==> config.mk <==
export PLATFORM = sky130hd
export DESIGN_NAME = mips_multicycle_ctrl
export DESIGN_NICKNAME = d
export VERILOG_FILES = /design/src/rtl/mips_multicycle_ctrl.sv
export SDC_FILE = /design/constraint.sdc
export NUM_CORES = 1
export LEC_CHECK = 0
export ABC_AREA = 1
export BUFFER_PORTS_ARGS = -buffer_cell sky130_fd_sc_hd__clkbuf_2
export CAP_MARGIN = 20
export CORE_UTILIZATION = 56
export DETAILED_ROUTE_END_ITERATION = 6
export PLACE_DENSITY = 0.93
export SLEW_MARGIN = 20
export SYNTH_ARGS = -nofsm -noshare
export SYNTH_HDL_FRONTEND = slang
export SYNTH_SLANG_ARGS = --single-unit
==> constraint.sdc <==
create_clock -name clk -period 5.9 [get_ports clk]
set_clock_uncertainty 0.15 [all_clocks]
set_input_delay 0.885 -clock clk [delete_from_list [all_inputs] [get_ports clk]]
set_output_delay 0.885 -clock clk [all_outputs]
set_load 0.05 [all_outputs]
==> src/rtl/mips_multicycle_ctrl.sv <==
// Multi-cycle MIPS main control FSM: fetch/decode/exec/mem/wb sequencing,
// next-PC select strobes, datapath controls and a retired-instruction counter.
module mips_multicycle_ctrl (
  input  logic        clk,
  input  logic        reset,
  input  logic [31:0] Instr,
  input  logic        Zero,
  input  logic        MemReady,
  output logic        IRWrite,
  output logic        PCWrite,
  output logic        Branch,
  output logic        Jump,
  output logic        JR,
  output logic        RegWrite,
  output logic        RegDst,
  output logic        ALUSrc,
  output logic        ExtOp,
  output logic [2:0]  ALUCtrl,
  output logic        MemRead,
  output logic        MemWrite,
  output logic        MemToReg,
  output logic        Retire,
  output logic        Illegal,
  output logic [31:0] InstrCount,
  output logic [2:0]  State
);

  typedef enum logic [2:0] {
    S_FETCH  = 3'd0,
    S_DECODE = 3'd1,
    S_EXEC   = 3'd2,
    S_MEM    = 3'd3,
    S_WB     = 3'd4
  } state_t;

  localparam logic [5:0] OP_R    = 6'b000000;
  localparam logic [5:0] OP_LW   = 6'b100011;
  localparam logic [5:0] OP_SW   = 6'b101011;
  localparam logic [5:0] OP_J    = 6'b000010;
  localparam logic [5:0] OP_BNE  = 6'b000101;
  localparam logic [5:0] OP_XORI = 6'b001110;

  localparam logic [5:0] FN_ADD = 6'b100000;
  localparam logic [5:0] FN_SUB = 6'b100010;
  localparam logic [5:0] FN_SLT = 6'b101010;
  localparam logic [5:0] FN_JR  = 6'b001000;

  localparam logic [2:0] ALU_ADD = 3'b000;
  localparam logic [2:0] ALU_SUB = 3'b001;
  localparam logic [2:0] ALU_SLT = 3'b010;
  localparam logic [2:0] ALU_XOR = 3'b011;

  state_t      state_q;
  logic [5:0]  op_q;
  logic [5:0]  fn_q;
  logic [31:0] count_q;

  logic is_r, is_lw, is_sw, is_j, is_bne, is_xori;
  logic is_add, is_sub, is_slt, is_jr;
  logic is_alu_r, is_mem, is_illegal;
  logic [2:0] r_ctrl;

  // Only the opcode/funct fields steer control; Zero is consumed by fetch.
  logic unused_bits;
  assign unused_bits = ^{Zero, Instr[25:6]};

  assign is_r     = (op_q == OP_R);
  assign is_lw    = (op_q == OP_LW);
  assign is_sw    = (op_q == OP_SW);
  assign is_j     = (op_q == OP_J);
  assign is_bne   = (op_q == OP_BNE);
  assign is_xori  = (op_q == OP_XORI);
  assign is_add   = is_r && (fn_q == FN_ADD);
  assign is_sub   = is_r && (fn_q == FN_SUB);
  assign is_slt   = is_r && (fn_q == FN_SLT);
  assign is_jr    = is_r && (fn_q == FN_JR);
  assign is_alu_r = is_add | is_sub | is_slt;
  assign is_mem   = is_lw | is_sw;

  assign is_illegal = ~(is_alu_r | is_jr | is_mem | is_j |
                        is_bne | is_xori);

  always_comb begin
    r_ctrl = ALU_ADD;
    unique case (1'b1)
      is_sub:  r_ctrl = ALU_SUB;
      is_slt:  r_ctrl = ALU_SLT;
      default: r_ctrl = ALU_ADD;
    endcase
  end

  always_comb begin
    IRWrite  = 1'b0;
    PCWrite  = 1'b0;
    Branch   = 1'b0;
    Jump     = 1'b0;
    JR       = 1'b0;
    RegWrite = 1'b0;
    RegDst   = 1'b0;
    ALUSrc   = 1'b0;
    ExtOp    = 1'b0;
    ALUCtrl  = ALU_ADD;
    MemRead  = 1'b0;
    MemWrite = 1'b0;
    MemToReg = 1'b0;
    Illegal  = 1'b0;
    // Reset forces every control low, aborting any in-flight access.
    if (!reset) begin
      case (state_q)
        S_FETCH: IRWrite = 1'b1;
        S_DECODE: begin
          if (is_j) begin
            PCWrite = 1'b1;
            Jump    = 1'b1;
          end else if (is_jr) begin
            PCWrite = 1'b1;
            Jump    = 1'b1;
            JR      = 1'b1;
          end else if (is_illegal) begin
            PCWrite = 1'b1;
            Illegal = 1'b1;
          end
        end
        S_EXEC: begin
          if (is_bne) begin
            ALUCtrl = ALU_SUB;
            Branch  = 1'b1;
            PCWrite = 1'b1;
          end else if (is_alu_r) begin
            ALUCtrl = r_ctrl;
          end else if (is_xori) begin
            ALUCtrl = ALU_XOR;
            ALUSrc  = 1'b1;
          end else if (is_mem) begin
            ALUSrc = 1'b1;
            ExtOp  = 1'b1;
          end
        end
        S_MEM: begin
          ALUSrc = 1'b1;
          ExtOp  = 1'b1;
          if (is_lw) begin
            MemRead = 1'b1;
          end else begin
            MemWrite = 1'b1;
            PCWrite  = MemReady;
          end
        end
        S_WB: begin
          RegWrite = 1'b1;
          PCWrite  = 1'b1;
          if (is_lw) begin
            MemToReg = 1'b1;
          end else if (is_r) begin
            RegDst = 1'b1;
          end else begin
            ALUSrc  = 1'b1;
            ALUCtrl = ALU_XOR;
          end
        end
        default: ;
      endcase
    end
  end

  assign Retire     = PCWrite;
  assign InstrCount = count_q;
  assign State      = state_q;

  always_ff @(posedge clk or posedge reset) begin
    if (reset) begin
      state_q <= S_FETCH;
      op_q    <= 6'd0;
      fn_q    <= 6'd0;
      count_q <= 32'd0;
    end else begin
      if (Retire)
        count_q <= count_q + 32'd1;
      case (state_q)
        S_FETCH: begin
          op_q    <= Instr[31:26];
          fn_q    <= Instr[5:0];
          state_q <= S_DECODE;
        end
        S_DECODE: begin
          if (is_j || is_jr || is_illegal)
            state_q <= S_FETCH;
          else
            state_q <= S_EXEC;
        end
        S_EXEC: begin
          if (is_bne)
            state_q <= S_FETCH;
          else if (is_mem)
            state_q <= S_MEM;
          else
            state_q <= S_WB;
        end
        S_MEM: begin
          if (MemReady)
            state_q <= is_lw ? S_WB : S_FETCH;
        end
        S_WB:    state_q <= S_FETCH;
        default: state_q <= S_FETCH;
      endcase
    end
  end

endmodule

==> flow_summary.json <==
{
  "antenna_found_initial": 0,
  "max_stage_delay_ps": 410,
  "die-area_sq_um": 5714,
  "min_period_over_period_pct": 61.02,
  "grt_pass1_vias": 2510,
  "drtIter0Drc": 266,
  "outcome": "complete, no violations",
  "critPathMaxFanout": 33,
  "die_y_um": 75.59,
  "grt_max_degree": 45,
  "pwr_density_cell_nw_per_um2": 357.6,
  "post_cts_buffers": 0,
  "synthArstFlopShare_pct": 100.0,
  "syn_area_sq_um": 3033,
  "io_buffers": 65,
  "sw_frac_of_total_pct": 50.53,
  "tightest_slew_ps": 791.9,
  "cp.arrival_ps": 2570,
  "num_vias": 2973,
  "r2r-start": "op_q[2]$_DFFE_PP0P_",
  "hold_start": "fn_q[5]$_DFFE_PP0P_",
  "ys.flop_type": "dfrtp_1",
  "drive_above_1_share_pct": 18.72,
  "synth_top_cells_by_count": "nand2_1 (134), nor2_1 (53), dfrtp_1 (47), nand3_1 (44), inv_1 (34)",
  "drtPass1Iterations": 5,
  "dp.final_hpwl_mm": 5.260,
  "fmax_ghz": 0.2777,
  "cts_tree": "built",
  "postCtsResizedCells": 0,
  "p_total_mw": 1.232,
  "p_comb_share_pct": 46.7,
  "slowest_stage": "dfrtp_1",
  "setup_viol": 0,
  "syn_to_final_growth_pct": 13.57,
  "grt_overflow": 0,
  "drv_cap": 0,
  "yosysSeqAreaShare_pct": 38.78,
  "cts-buffers-inserted": 5,
  "slew_viol_final": 0,
  "critical-path-top-delay-family": "simple AND/OR/NAND/NOR gates",
  "hold_path_class": "reg -> reg",
  "placed_area_sq_um": 3363,
  "yosys.cell_types.count": 32,
  "crit_type": "reg -> out",
  "synth_top_cells_by_area": "dfrtp_1 (39%), nand2_1 (17%), nand3_1 (7.3%)",
  "cts_buffer_depth": 2,
  "finalHoldViolCount": 0,
  "ant_nets": 0,
  "whs_ps": 385.8,
  "synth_area_leader_cell": "dfrtp_1",
  "gp_congestion": 0.9924,
  "yosysWarnings": 0,
  "n_antenna_cell": 0,
  "htree_levels": 2,
  "seq_power_share_pct": 37.5,
  "n_fill_cell": 461,
  "synth.most_common_cell": "nand2_1",
  "setup_tns_ps": 0,
  "cts-hold-fix-buffers": 0,
  "clock_latency_ps": 310,
  "dp.cells": 548,
  "final_cells": 556,
  "vias_per_cell": 5.347,
  "p_leak_nw": 1.798,
  "wl_per_cell_um": 12.76,
  "grt_pass1_wl_mm": 11.58,
  "worstSetupEndpointType": "output port",
  "peakVddDrop_mv": 0.3365,
  "totalWireLength_mm": 7.092,
  "clockPowerShare_pct": 15.8,
  "cp_cell_sequence": "inv_1 -> nand2_1 -> nor2_4 -> nand3_2 -> nand2_2 -> o21bai_2 -> nand2_2 -> nand2_4 -> nand2_4 -> inv_1 -> clkbuf_2",
  "p_int_mw": 0.6092,
  "rows": 26,
  "coreArea_sq_um": 5172,
  "switching_power_mw": 0.6224,
  "synth_top_area_share_pct": 38.78,
  "cp-start-kind": "flop",
  "rsz0062_at_grt": "no",
  "drc": 0,
  "gr-usage-all-layers_pct": 26.70,
  "syn_avg_cell_area_sq_um": 7.120,
  "root_buffer": "clkbuf_8",
  "final_net_count": 522,
  "cts.sinks": 47,
  "crit_buf_inv": 3,
  "cp_data_required_time_ps": 4870,
  "synth_nets": 463,
  "cts.clk_slew.worst_paths_ps": 90,
  "synth_edf_count": 0,
  "period_needed_ps": 3600,
  "startpoint": "op_q[2]$_DFFE_PP0P_",
  "die_w_um": 75.59,
  "io_pins": 88,
  "start_util_pct": 58.64,
  "synth_seq_cells": 47,
  "max-slew-margin-rel_pct": 47.13,
  "syn_inst": 426,
  "fin_area_sq_um": 3445
}
## stage by stage
| step | utilization, % | setup WS (ps) |
|---|---|---|
| finish | 66.59 | 2300 |
| global route | 66.59 | 2052 |
| CTS | 66.59 | 2321 |
| detailed placement | 65.02 | 2337 |
| global placement | 65.02 | 2380 |
| floorplan | - | 2425 |
## metal layers
metal | track usage [%] | share of wire, % | vias up
met4 | 9.671 | 2.2 | 0
met3 | 5.556 | 6.0 | 15
met2 | 43.25 | 49 | 117
met1 | 35.45 | 43 | 1367
li1 | - | - | 1474
met5 | 0 | 0 | -
## kinds of logic (layout without fill, tap and decap cells)
family / Yosys count / in the layout / share of synthesized area (%)
AO/OA/AOI/OAI: 18 / 18 / 3.548
multiplexers: 2 / 2 / 0.7425
other: 1 / 1 / 0.1236
XOR/XNOR: 30 / 30 / 8.663
adder cells (fa/ha/maj): 1 / 1 / 0.4125
flip-flops: 47 / 47 / 38.78
AND/OR/NAND/NOR: 277 / 277 / 40.31
buffers and inverters: 50 / 110 / 7.425
## worst paths after layout
path,end,slack (ps),cells past startpoint
hold / removal,fn_q[5]$_DFFE_PP0P_,390,2
setup / recovery,PCWrite,2300,11
max in group asynchronous,InstrCount[20]$_DFFE_PP0P_,3920,3
min in group asynchronous,InstrCount[0]$_DFFE_PP0P_,720,2
hold reg to reg,fn_q[5]$_DFFE_PP0P_,390,2
setup reg to reg,InstrCount[29]$_DFFE_PP0P_,3610,11
## worst reg2reg max path, cell delays in order (launching register included)
cell,delay [ps]
dfrtp_1,410
inv_1,130
nand2_1,120
nor2_4,180
nand3_2,110
nand2_2,80
o21bai_2,110
nand2_2,80
nand2_4,290
nand2_4,290
nand2_1,160
nand2_1,70
## sequential cells by signal, summed over array words and instances, names as in the netlist
name / cells
InstrCount: 32
fn_q: 6
op_q: 6
State: 3
## cell usage in the layout, fill, tap and decap left out, types with 2 or more instances in the layout
cell type and instances:
xor2_1 17, nand3_1 44, clkbuf_1 2, nor2_4 3, nand2_4 2, xnor2_1 13
dfrtp_1 47, nand3_2 3, nor3_1 21, inv_2 2, clkbuf_2 65, nor2_2 2
clkbuf_8 5, mux2_2 2, nand2_1 134, a21oi_1 14, nand4_1 8, inv_1 34
nand2_2 3, nor2_1 53
## layout make-up
cell class / instances / area (sq um) / share of cell area, %
Multi-Input combinational cell: 329 / 1632 / 47.37
Inverter: 36 / 135.1 / 3.923
Clock inverter: 1 / 5.005 / 0.1453
Clock buffer: 7 / 76.32 / 2.216
Timing Repair Buffer: 66 / 332.8 / 9.662
Sequential cell: 47 / 1176 / 34.14
Tap cell: 70 / 87.58 / 2.543
## power groups by stage
stage / sequential [mW] / clock (mW) / combinational, mW
after floorplan: 0.531 / 0 / 0.429
final: 0.462 / 0.195 / 0.575
after global routing: 0.473 / 0.211 / 0.637
after global placement: 0.462 / 0 / 0.559
after CTS: 0.460 / 0.198 / 0.573
after detailed placement: 0.466 / 0 / 0.572
(Power assumes the default switching activity.)
